<file path="config.mk">
export PLATFORM = sky130hd
export DESIGN_NAME = pet2001_prg_loader
export DESIGN_NICKNAME = d
export VERILOG_FILES = /design/src/rtl/pet2001_prg_loader.sv
export SDC_FILE = /design/constraint.sdc
export NUM_CORES = 1
export LEC_CHECK = 0
export ABC_AREA = 1
export CAP_MARGIN = 20
export CORE_MARGIN = 2
export CORE_UTILIZATION = 50
export DETAILED_ROUTE_END_ITERATION = 7
export HOLD_SLACK_MARGIN = 0.1
export PLACE_DENSITY_LB_ADDON = 0.05
export SETUP_SLACK_MARGIN = 0.02
export SLEW_MARGIN = 25
export SYNTH_ARGS = -nofsm -noshare
export SYNTH_HDL_FRONTEND = slang
export SYNTH_SLANG_ARGS = --single-unit
</file>
<file path="constraint.sdc">
create_clock -name clk -period 2.5 [get_ports clk]
set_input_delay 0.25 -clock clk [delete_from_list [all_inputs] [get_ports clk]]
set_output_delay 0.25 -clock clk [all_outputs]
set_load 0.05 [all_outputs]
</file>
<file path="src/rtl/pet2001_prg_loader.sv">
// Streams a .PRG download (2-byte load address + payload) into PET RAM via the DMA write port.
// Optional BASIC pointer patch-up after the payload is built when PRG_PTR_FIXUP_EN is defined.
module pet2001_prg_loader #(
  parameter logic [15:0] RAM_TOP  = 16'h8000,
  parameter logic [7:0]  PTR_BASE = 8'h2A
) (
  input  logic        clk,
  input  logic        reset,
  input  logic        dl_active,
  input  logic        dl_wr,
  input  logic [7:0]  dl_data,
  output logic        dl_wait,
  output logic [15:0] dma_addr,
  output logic [7:0]  dma_din,
  output logic        dma_we,
  output logic        busy,
  output logic        done,
  output logic        error
);

  typedef enum logic [2:0] {IDLE, HDR_LO, HDR_HI, DATA, FIX, DONE} state_t;

  state_t      state;
  logic        act_q;
  logic [7:0]  load_lo;
  logic [16:0] ptr;
`ifdef PRG_PTR_FIXUP_EN
  logic [2:0]  fix_idx;
  logic        start_pend;
`endif

  logic start, fall, in_range, data_bad;
  assign start    = dl_active & ~act_q;
  assign fall     = ~dl_active & act_q;
  // 17-bit pointer so a wrap past FFFF still compares as out of range
  assign in_range = (ptr < {1'b0, RAM_TOP});
  assign data_bad = error | (dl_wr & ~in_range);

`ifndef PRG_PTR_FIXUP_EN
  assign dl_wait = 1'b0;
`endif

  always_ff @(posedge clk) begin
    if (reset) begin
      state    <= IDLE;
      act_q    <= 1'b0;
      load_lo  <= 8'h00;
      ptr      <= 17'h0;
      dma_addr <= 16'h0;
      dma_din  <= 8'h00;
      dma_we   <= 1'b0;
      busy     <= 1'b0;
      done     <= 1'b0;
      error    <= 1'b0;
`ifdef PRG_PTR_FIXUP_EN
      dl_wait    <= 1'b0;
      fix_idx    <= 3'd0;
      start_pend <= 1'b0;
`endif
    end else begin
      act_q  <= dl_active;
      dma_we <= 1'b0;
      case (state)
        IDLE, DONE: begin
          if (start) begin
            state <= HDR_LO;
            busy  <= 1'b1;
            done  <= 1'b0;
            error <= 1'b0;
          end else begin
            state <= IDLE;
          end
        end
        HDR_LO: begin
          if (start) begin
            state <= HDR_LO;
            done  <= 1'b0;
            error <= 1'b0;
          end else if (fall) begin
            state <= DONE;
            busy  <= 1'b0;
            done  <= 1'b0;
            error <= 1'b1;
          end else if (dl_wr) begin
            load_lo <= dl_data;
            state   <= HDR_HI;
          end
        end
        HDR_HI: begin
          if (start) begin
            state <= HDR_LO;
            done  <= 1'b0;
            error <= 1'b0;
          end else if (dl_wr) begin
            ptr <= {1'b0, dl_data, load_lo};
            if (fall) begin
`ifdef PRG_PTR_FIXUP_EN
              state   <= FIX;
              dl_wait <= 1'b1;
`else
              state <= DONE;
              busy  <= 1'b0;
              done  <= 1'b1;
`endif
            end else begin
              state <= DATA;
            end
          end else if (fall) begin
            state <= DONE;
            busy  <= 1'b0;
            done  <= 1'b0;
            error <= 1'b1;
          end
        end
        DATA: begin
          if (start) begin
            state <= HDR_LO;
            done  <= 1'b0;
            error <= 1'b0;
          end else begin
            if (dl_wr) begin
              ptr <= ptr + 17'd1;
              if (in_range && !error) begin
                dma_we   <= 1'b1;
                dma_addr <= ptr[15:0];
                dma_din  <= dl_data;
              end else begin
                error <= 1'b1;
              end
            end
            if (fall) begin
`ifdef PRG_PTR_FIXUP_EN
              if (!data_bad) begin
                state   <= FIX;
                dl_wait <= 1'b1;
              end else
`endif
              begin
                state <= DONE;
                busy  <= 1'b0;
                done  <= ~data_bad;
              end
            end
          end
        end
`ifdef PRG_PTR_FIXUP_EN
        FIX: begin
          // VARTAB, ARYTAB, STREND all point at the first free byte after the program
          dma_we   <= 1'b1;
          dma_addr <= {8'h00, PTR_BASE + {5'b0, fix_idx}};
          dma_din  <= fix_idx[0] ? ptr[15:8] : ptr[7:0];
          if (start) start_pend <= 1'b1;
          if (fix_idx == 3'd5) begin
            fix_idx    <= 3'd0;
            dl_wait    <= 1'b0;
            start_pend <= 1'b0;
            if (start_pend || start) begin
              state <= HDR_LO;
              done  <= 1'b0;
              error <= 1'b0;
            end else begin
              state <= DONE;
              busy  <= 1'b0;
              done  <= 1'b1;
            end
          end else begin
            fix_idx <= fix_idx + 3'd1;
          end
        end
`endif
        default: state <= IDLE;
      endcase
    end
  end

endmodule

</file>
==> impl_metrics.ini, run 1 <==
[cells_and_area]
drive_above_1_share_pct = 8.97
diodes = 0
nets = 468
stdcell_count = 529
syn_to_final_growth_pct = 22.4
fin_util_pct = 63.4
seq_area_um2 = 1140
multiInputGateArea_um2 = 1420
num-fill-cells = 508
final_area_um2 = 3490

[grt]
grt_antenna_before_repair = 0
grt_start_max_net_pins = 30
overflow = 0
grt_pass1_vias = 2610
grt_pass1_wl_um = 12400
grtUsageTotal_pct = 25.3

[clock_network]
post_cts_resized = 0
clock_sinks = 57
postCtsSetupRepairBufs = 0
cts_tree = done
cts_buffers = 9
holdBufCountCts = 0
cts_max_level = 3
clk-insertion-delay-late_ps = 340
path_clk_slew_ps = 70
clockBufferDepth = 2
cts_root_buf = clkbuf_8

[worst_setup_path]
required_ps = 2770
criticalPathCategory = reg -> reg
cp_max_fo = 28
arrival_ps = 2110
start_kind = flop
end_kind = flop

[placement]
portBuffers = 39
place_hpwl_um = 5070
placed_cells_incl_taps = 513
placed_cell_area_um2 = 3280
gp_congestion = 0.900
pre_cts_ws_ps = 368

[power]
ir_drop_mv = 0.312
p_leak_nw = 1.33
power_mw = 2.08
power_density_nw_per_um2 = 597

[timing]
slew_violations = 0
worst_hold_slack_ps = 451
hold_viol_final = 0
finalCriticalPeriod_ps = 1830
setup_slack_ps = 668
setup_tns_ps = 0
timing.fmax_mhz = 546
grt_setup_unrepaired = no
fin_crit_sh_pct = 73.3
worst_pin_slew_ps = 497
relSlewSlack_pct = 66.8
skew_ps = 5.02
setup_viol = 0

[floorplan]
pin_count = 41
fp-row-count = 27
fp.dieW_um = 79.6
start_util_pct = 51.8
coreArea_um2 = 5510
fp.dieH_um = 79.6
die_area_um2 = 6330

[synthesis]
yosysSeqAreaShare_pct = 40.0
ys_warn_count = 0
synthAdderAreaFrac_pct = 1.75
syn_nets = 430
ys_types = 31
syn_area_per_cell_um2 = 6.89
synthXorXnorAreaFrac_pct = 1.53
synthesis.area_um2 = 2850
ys_ff_latch = 57
synth_compound_area_share_pct = 19.1
muxShareOfSynthArea_pct = 0
yosys.area_share.simple_pct = 27.3
synth_top_family_by_area = simple AND/OR/NAND/NOR gates
synth_cells = 414

[job]
maxCapViolCount = 0

[routing]
drt-total-wl_um = 7330
viasPerCell = 5.30
detail_route.wl_per_cell_um = 13.9
first_pass_iters = 6
drt_iter0_drc = 210
drcViolationCount = 0
antenna_left = 0
vias = 2804

[hold_path]
hold_class = reg -> reg

[run_status]
status = complete, no violations
-- logic make-up after synthesis --
kind of cell / after synthesis
AO/OA/AOI/OAI: 101
other: 1
flip-flops: 57
buffers and inverters: 65
adder cells (fa/ha/maj): 4
AND/OR/NAND/NOR: 181
XOR/XNOR: 5
-- critical path, stage by stage (launching register included) --
cell and delay, ps:
dfxtp_1 340, inv_2 70, nor2_4 150, nand2_2 220
clkinv_4 250, nand3_4 90, inv_2 210, buf_12 210
o21ai_0 90, a21oi_1 120
-- worst paths after layout --
check	from	endpoint	slack [ps]	cells after the start
worst max-delay path	state[1]	dma_addr[12]	670	9
worst max register to register	state[1]	dma_addr[12]	670	9
worst min register to register	dma_addr[15]	dma_addr[15]	450	2
worst min-delay path	dma_addr[15]	dma_addr[15]	450	2
-- routing by layer --
metal,global-route usage [%],vias to the layer above,wire (um)
li1,-,1423,-
met1,31.1,1269,3310
met2,43.0,100,3400
met3,4.98,12,493
met4,10.5,0,122
met5,0,-,0
-- cell usage after synthesis --
| library cell | n | area [um2] |
|---|---|---|
| nor2_2 | 4 | 25.0 |
| inv_1 | 41 | 154 |
| o21ai_0 | 44 | 220 |
| nor3_1 | 5 | 25.0 |
| buf_2 | 4 | 20.0 |
| ha_1 | 4 | 50.1 |
| nand2_2 | 1 | 6.26 |
| a31oi_1 | 2 | 12.5 |
| o211ai_1 | 4 | 30.0 |
| nand3b_1 | 1 | 7.51 |
| buf_6 | 2 | 22.5 |
| inv_2 | 5 | 18.8 |
| o21bai_1 | 1 | 7.51 |
| xnor2_1 | 2 | 17.5 |
| o21ai_1 | 11 | 55.1 |
| nand4_1 | 4 | 25.0 |
| nand3_2 | 1 | 10.0 |
| nor2_1 | 58 | 218 |
| buf_4 | 6 | 45.0 |
| o21a_1 | 1 | 7.51 |
| clkbuf_1 | 6 | 22.5 |
| nand3_4 | 1 | 17.5 |
| nor2_4 | 2 | 22.5 |
| conb_1 | 1 | 3.75 |
| clkinv_4 | 1 | 8.76 |
| a21oi_1 | 32 | 160 |
| a21oi_2 | 6 | 52.6 |
| xor2_1 | 3 | 26.3 |
| nand3_1 | 25 | 125 |
| nand2_1 | 79 | 297 |
| dfxtp_1 | 57 | 1140 |
-- registers in the layout, indices dropped and copies added (netlist names) --
register / cells
ptr: 17
dma_addr: 16
dma_din: 8
load_lo: 8
state: 3
act_q: 1
busy: 1
dma_we: 1
done: 1
error: 1
-- final cells by class --
cell class                      instances  share of cell area (%)
Multi-Input combinational cell        292                    40.7
Sequential cell                        57                    32.7
Timing Repair Buffer                   45                    12.8
Inverter                               47                    5.19
Clock buffer                           11                    3.76
Tap cell                               72                    2.58
Clock inverter                          5                    2.29
-- power breakdown --
group / switching [mW] / total (mW) / internal [mW]
Clock: 0.378 / 0.938 / 0.560
Combinational: 0.134 / 0.204 / 0.0702
Sequential: 0.0155 / 0.943 / 0.927
Total: 0.528 / 2.08 / 1.56
-- cell usage in the layout, fill, tap and decap left out, types with 6 or more instances in the layout --
cell             instances
o21ai_1                 11
dfxtp_1                 57
clkbuf_8                 9
a21oi_1                 32
inv_1                   41
a21oi_2                  6
nand2_1                 79
o21ai_0                 44
clkdlybuf4s50_1         39
nor2_1                  58
nand3_1                 25
Note: power is estimated with default switching activity, not from simulation.
==> run 2, diff against run 1 <==
clock period = 1.7 ns   (was 2.5 ns; I/O delays follow)
==> run 2 against run 1 <==
Effect of this change:
- combinational power increased by 59%
- worst hold slack lost 9.1 ps
- sequential share of layout area decreased by 1.7 points
- sequential cell count is the same
==> impl_metrics.ini, run 2 (synthesized netlist as in run 1, its figures left out) <==
[timing]
timing.fmax_mhz = 610
setup_viol = 0
finalCriticalPeriod_ps = 1640
setup_tns_ps = 0
relSlewSlack_pct = 66.4
fin_crit_sh_pct = 96.5
grt_setup_unrepaired = no
slew_violations = 0
worst_pin_slew_ps = 503
skew_ps = 6.47
worst_hold_slack_ps = 442
hold_viol_final = 0

[worst_setup_path]
cp_max_fo = 2
r2r-start = ptr[0]
required_ps = 1530
r2r_end = ptr[12]
worstRegToRegCells = 8
cp_slowest_cell = clkdlybuf4s50_1
crit_buf_inv = 1
cp_top_family = buffers and inverters
end_kind = output pin
timing.critical_path.from = dma_addr[5]
cpPeakStageDelay_ps = 800
cp.depth = 1
arrival_ps = 1470
r2r_setup_slack_ps = 180
start_kind = flop
criticalPathCategory = reg -> out
endpoint = dma_addr[5]
crit_chain = clkdlybuf4s50_1

[cells_and_area]
layout_common_cells = 79 x nand2_1, 57 x dfxtp_1, 56 x nor2_1
largest_reg_flops = 17
fin_util_pct = 67.0
drive_above_1_share_pct = 14.2
final_area_um2 = 3690
multiInputGateArea_um2 = 1440
num-fill-cells = 470
seq_area_um2 = 1140
nets = 483
top_regs = ptr: 17 flops, dma_addr: 16 flops
final_common_cell = nand2_1
regMostFlops = ptr
syn_to_final_growth_pct = 29.3
diodes = 0

[routing]
first_pass_iters = 4
antenna_left = 0
met3WireLength_um = 390
vias = 2910
viasPerCell = 5.36
drt_iter0_drc = 127
detail_route.wl_per_cell_um = 13.7
top_layer_used = met4
drt-total-wl_um = 7450
met1_length_um = 3330
wl_met2_um = 3530
drcViolationCount = 0

[grt]
grt_start_max_net_pins = 37
grt_pass1_vias = 2671
overflow = 0
grt_antenna_before_repair = 0
grt_pass1_wl_um = 12300
grtUsageTotal_pct = 25.1

[floorplan]
pin_count = 41
die_area_um2 = 6330
fp-row-count = 27
fp.dieH_um = 79.6
start_util_pct = 51.8
fp.dieW_um = 79.6
coreArea_um2 = 5510

[clock_network]
path_clk_slew_ps = 70
clk-insertion-delay-late_ps = 340
cts_buffers = 9
clockBufferDepth = 2
cts_tree = done
cts_max_level = 3
holdBufCountCts = 0
clock_sinks = 57
cts_root_buf = clkbuf_8

[hold_path]
holdPathStages = 2
hold_class = reg -> reg

[placement]
placed_cell_area_um2 = 3380
gp_congestion = 0.953
portBuffers = 39
place_hpwl_um = 5090

[power]
p_leak_nw = 1.62
ir_drop_mv = 0.687
power_density_nw_per_um2 = 831
power_mw = 3.07

[job]
maxCapViolCount = 0

[run_status]
status = complete, no violations
## run 2: cell types whose count changed in the layout (fill, tap and decap cells not counted), moves of 4 or more
cell,previous run,this run
dlymetal6s2s_1,0,9
clkbuf_8,9,13
clkdlybuf4s50_1,39,24
buf_4,5,23
## run 2: routing by layer
layer | global-route usage, % | vias up
met4 | 12.6 | 0
met3 | 4.98 | 18
met5 | 0 | -
met1 | 31.2 | 1346
li1 | - | 1449
met2 | 41.3 | 97
## run 2: cell type report
cell class | instances | share of cell area, %
multi-input cells | 292 | 39.0
flip-flops and latches | 57 | 30.9
repair buffers | 60 | 16.5
inverters | 47 | 5.32
clock buffers | 13 | 4.85
well taps | 72 | 2.44
clock inverters | 2 | 0.949
## run 2: per-stage QoR
stage / setup slack [ps] / std cells
global placement: -121 / 525
detailed placement: -164 / 525
floorplan: 218 / 414
global route: 21.5 / 543
CTS: 31.6 / 540
finish: 60.1 / 543
## run 2: worst min path at each step
stage	to	slack (ps)	from
6_report	dma_addr[15]	440	dma_addr[15]
5_1_grt	dma_addr[15]	480	dma_addr[15]
4_1_cts	dma_addr[15]	450	dma_addr[15]
3_5_place_dp	dma_addr[15]	440	dma_addr[15]
3_3_place_gp	dma_addr[15]	430	dma_addr[15]
2_1_floorplan	busy	250	reset
## run 2: report_power, final
| part | switching (mW) | internal, mW | leakage, nW |
|---|---|---|---|
| combinational | 0.202 | 0.122 | 1.05 |
| sequential | 0.0229 | 1.36 | 0.461 |
| clock | 0.531 | 0.826 | 0.112 |
## run 2: repair_timing
item                       in CTS  in global routing
setup endpoints to repair       0                 38
resized for setup               0                 19
setup buffers                   0                  2
==> run 3, diff against run 2 <==
CTS_CLUSTER_DIAMETER = 150   (was unset)
==> results of run 3 <==
Same layout as run 2: the final DEF is identical, and so are final timing and power.
